[src/rtl/braun_divider.sv]
// Sequential unsigned restoring divider, one quotient bit per clock.
// Ports: clk, rst (async, active-high); in_valid/in_ready with dividend
// (2*WIDTH bits) and divisor (WIDTH bits); out_valid/out_ready with
// quotient (2*WIDTH bits), remainder (WIDTH bits) and div_by_zero.
module braun_divider #(
    parameter int WIDTH = 4
) (
    input  logic               clk,
    input  logic               rst,
    input  logic               in_valid,
    output logic               in_ready,
    input  logic [2*WIDTH-1:0] dividend,
    input  logic [WIDTH-1:0]   divisor,
    output logic               out_valid,
    input  logic               out_ready,
    output logic [2*WIDTH-1:0] quotient,
    output logic [WIDTH-1:0]   remainder,
    output logic               div_by_zero
);

    localparam int QW = 2 * WIDTH;
    localparam int CW = $clog2(QW + 1);

    typedef enum logic [1:0] {
        IDLE,
        CALC,
        DONE
    } state_t;

    state_t state, state_nx;

    logic [WIDTH:0]   r;
    logic [QW-1:0]    q;
    logic [WIDTH-1:0] dvs;
    logic [CW-1:0]    cnt;

    logic [WIDTH:0]   t;
    logic [WIDTH:0]   r_step;
    logic [QW-1:0]    q_step;
    logic             ge;
    logic             last;

    assign in_ready  = (state == IDLE);
    assign out_valid = (state == DONE);

    // One restoring step: shift the next dividend bit into the partial
    // remainder and subtract when it fits. The extra top bit of t keeps
    // a shifted-out 1 from being lost before the compare.
    always_comb begin
        t      = {r[WIDTH-1:0], q[QW-1]};
        ge     = (t >= {1'b0, dvs});
        r_step = ge ? (t - {1'b0, dvs}) : t;
        q_step = {q[QW-2:0], ge};
        last   = (cnt == CW'(1));
    end

    always_ff @(posedge clk or posedge rst) begin
        if (rst) begin
            state <= IDLE;
        end else begin
            state <= state_nx;
        end
    end

    always_comb begin
        state_nx = state;
        case (state)
            IDLE: begin
                if (in_valid) begin
                    state_nx = (divisor == '0) ? DONE : CALC;
                end
            end
            CALC: begin
                if (last) begin
                    state_nx = DONE;
                end
            end
            DONE: begin
                if (out_ready) begin
                    state_nx = IDLE;
                end
            end
            default: state_nx = IDLE;
        endcase
    end

    always_ff @(posedge clk or posedge rst) begin
        if (rst) begin
            r           <= '0;
            q           <= '0;
            dvs         <= '0;
            cnt         <= '0;
            quotient    <= '0;
            remainder   <= '0;
            div_by_zero <= 1'b0;
        end else begin
            case (state)
                IDLE: begin
                    if (in_valid) begin
                        dvs <= divisor;
                        q   <= dividend;
                        r   <= '0;
                        cnt <= CW'(QW);
                        // Divide-by-zero skips the iterations entirely.
                        if (divisor == '0) begin
                            quotient    <= '1;
                            remainder   <= dividend[WIDTH-1:0];
                            div_by_zero <= 1'b1;
                        end
                    end
                end
                CALC: begin
                    r   <= r_step;
                    q   <= q_step;
                    cnt <= cnt - CW'(1);
                    if (last) begin
                        quotient    <= q_step;
                        remainder   <= r_step[WIDTH-1:0];
                        div_by_zero <= 1'b0;
                    end
                end
                default: begin
                end
            endcase
        end
    end

endmodule

[config.mk]
export PLATFORM = sky130hd
export DESIGN_NAME = braun_divider
export DESIGN_NICKNAME = d
export VERILOG_FILES = /design/src/rtl/braun_divider.sv
export SDC_FILE = /design/constraint.sdc
export NUM_CORES = 1
export LEC_CHECK = 0
export ABC_AREA = 0
export CORE_MARGIN = 1
export CORE_UTILIZATION = 31
export CTS_CLUSTER_DIAMETER = 30
export DETAILED_ROUTE_END_ITERATION = 8
export GPL_ROUTABILITY_DRIVEN = 0
export GPL_TIMING_DRIVEN = 0
export HOLD_SLACK_MARGIN = 0.08
export PLACE_DENSITY = 0.59
export RECOVER_POWER = 100
export SKIP_LAST_GASP = 1
export SLEW_MARGIN = 20
export SYNTH_ARGS = -nofsm -noshare
export SYNTH_HDL_FRONTEND = slang
export SYNTH_SLANG_ARGS = --single-unit
[constraint.sdc]
create_clock -name clk -period 2.3 [get_ports clk]
set_clock_uncertainty 0.1 [all_clocks]
set_input_delay 0.46 -clock clk [delete_from_list [all_inputs] [get_ports clk]]
set_output_delay 0.46 -clock clk [all_outputs]
set_load 0.02 [all_outputs]
==> results.cfg <==
[power_and_ir_drop]
power_switching_uw = 1440
swShare_pct = 42.4
p_comb_share_pct = 53.4
clockPowerShare_pct = 12.9
intPower_uw = 1960
p_per_area_mw_per_mm2 = 1560
ir_drop_mv = 0.548
p_leak_uw = 0.000944
total_power_uw = 3390
seq_power_share_pct = 33.8

[detailed_routing]
ant_nets = 0
wl_per_cell_um = 13.9
drc = 0
drtIter0Drc = 61
drt-total-wl_um = 3810
dr.pass1.iters = 4
vias = 1300
viasPerCell = 4.73

[worst_setup_path]
cp_data_required_time_ns = 1.74
start_kind = flip-flop
critPathCaptureType = output port
r2r_slack_ns = 0.27
worstPathMaxFanout = 6
r2r-end = remainder[0]$_DFFE_PP0P_
rr_startpoint = r[1]$_DFFE_PP0P_
crit_type = reg2out
reg2reg_depth = 5
cp.arrival_ns = 1.65

[clocking]
clockRootBuffer = clkbuf_8
clockBufferDepth = 2
cts_tree = built
post_cts_resized = 0
clkSinkCount = 35
cts_buffers = 5
hold_buffers = 0
clkTransAtPathRegs_ns = 0.07
clk_latency_ns = 0.29
post_cts_buffers = 0
h-tree-depth = 2

[yosys]
yosysTopAreaCellShare_pct = 51.1
mappedNetlistArea_mm2 = 0.00171
yosysTopAreaCell = dfrtp_1
synth.distinct_cells = 41
syn_avg_cell_area_um2 = 10.3
ys.flop_type = dfrtp_1
yosysSeqAreaShare_pct = 51.1
synthArstFlopShare_pct = 100
yosys_warnings = 0
synth_cells = 167
ys_seq_elements = 35
synth_edf_count = 0
synth_area_leaders = dfrtp_1 51%, nand2_1 6.6%, ha_1 4.4%, o22a_1 3.1%, mux2_2 2.6%
synth_nets = 190

[global_route]
track_usage_pct = 14.2
grt_pass1_vias = 1332
grt_start_max_net_pins = 36
grt_overflow = 0
antenna_found_initial = 0
grt_pass1_wl_um = 6490

[sta]
max_freq_mhz = 453
hold_viol = 0
relSlewSlack_pct = 10.8
worstMarginPinSlew_ns = 1.34
fin_crit_ns = 2.21
setup_violations = 0
rsz0062_at_grt = false
slew_viol_final = 0
period_share_pct = 96.1

[final_layout]
final_util_pct = 41.9
nets = 227
area_growth_pct = 27.2
final_cell_mix = 35 x dfrtp_1, 30 x nand2_1, 17 x dlygate4sd3_1
n_antenna_cell = 0
drive_above_1_share_pct = 10.2
final_common_cell = dfrtp_1

[die]
io_pins = 31
die_area_mm2 = 0.00583
core-area_mm2 = 0.00520
die_y_um = 76.3
dieWidth_um = 76.3
floorplan.initialDensity_pct = 32.9
fp-row-count = 26

[placed_design]
port-buffer-count = 30
hpwlAfterDp_um = 2700

[worst_hold_path]
holdPathStages = 1
hold_end = quotient[5]$_DFFE_PP0P_
hold_start = quotient[5]$_DFFE_PP0P_
hold_class = reg2reg

[run]
cap_violations = 0

[run_status]
outcome = complete, no violations
## flip-flops by register name, indices dropped and copies added, names as in the netlist
| signal | flops |
|---|---|
| q | 8 |
| dvs | 4 |
| quotient | 8 |
| r | 4 |
| div_by_zero | 1 |
| cnt | 4 |
| remainder | 4 |
| state | 2 |
## synthesized netlist by cell type (4+ instances only)
cell type,n
a21oi_1,8
a22oi_1,5
dfrtp_1,35
ha_1,6
inv_1,10
mux2_2,4
nand2_1,30
nor2_1,11
o21ai_0,7
o22a_1,6
## layer usage
layer  GRT usage [%]  wire, um
met3            3.11       111
met4            4.04        38
met2            22.2      1720
met5               0         0
met1            19.7      1940
## power groups by stage
stage	clock, uW	sequential, uW	combinational [uW]
final	437	1150	1810
after global routing	468	1190	2020
after CTS	446	1160	1890
after detailed placement	0	1170	1880
after global placement	0	1170	1850
after floorplan	0	1260	1190
## kinds of logic after synthesis
kind of cell | Yosys count | share of synthesized area [%]
AND/OR/NAND/NOR | 55 | 15.5
adder cells (fa/ha/maj) | 7 | 5.55
AO/OA/AOI/OAI | 44 | 17.7
XOR/XNOR | 3 | 1.53
flip-flops | 35 | 51.1
multiplexers | 5 | 3.21
buffers and inverters | 18 | 5.40
## per-stage QoR
step           setup TNS, ns  cells  instance area, um2  hold WS, ns  worst slack [ns]
2_1_floorplan              0    167                1710        0.368             0.522
3_3_place_gp          -0.325    267                2100        0.377           -0.0931
3_5_place_dp          -0.298    267                2100        0.380           -0.0867
4_1_cts                    0    275                2180        0.397             0.145
5_1_grt                    0    275                2180        0.405            0.0434
6_report                   0    275                2180        0.386            0.0902
## worst max-delay path by stage
stage	from	endpoint	slack, ns	cells past startpoint
global placement	divisor[1]	remainder[1]$_DFFE_PP0P_	-0.09	6
finish	state[0]$_DFFE_PP0P_	out_valid	0.09	2
floorplan	q[7]$_DFFE_PP0P_	remainder[2]$_DFFE_PP0P_	0.52	8
detailed placement	divisor[1]	remainder[1]$_DFFE_PP0P_	-0.09	6
global route	divisor[1]	remainder[1]$_DFFE_PP0P_	0.04	6
CTS	state[0]$_DFFE_PP0P_	out_valid	0.15	2
## worst max-delay path: stages (launching register included)
cell and delay, ns:
dfrtp_1 0.45, and2b_1 0.24, dlygate4sd3_1 0.67
## cell type report
type / instances / area, um2
Fill cell: 519 / 3030
Sequential cell: 35 / 876
Multi-Input combinational cell: 114 / 741
Timing Repair Buffer: 30 / 300
Tap cell: 70 / 87.6
Clock buffer: 5 / 68.8
Buffer: 7 / 50.0
Inverter: 11 / 41.3
Clock inverter: 3 / 15.0
No activity file was read; power rests on OpenSTA's default activity.
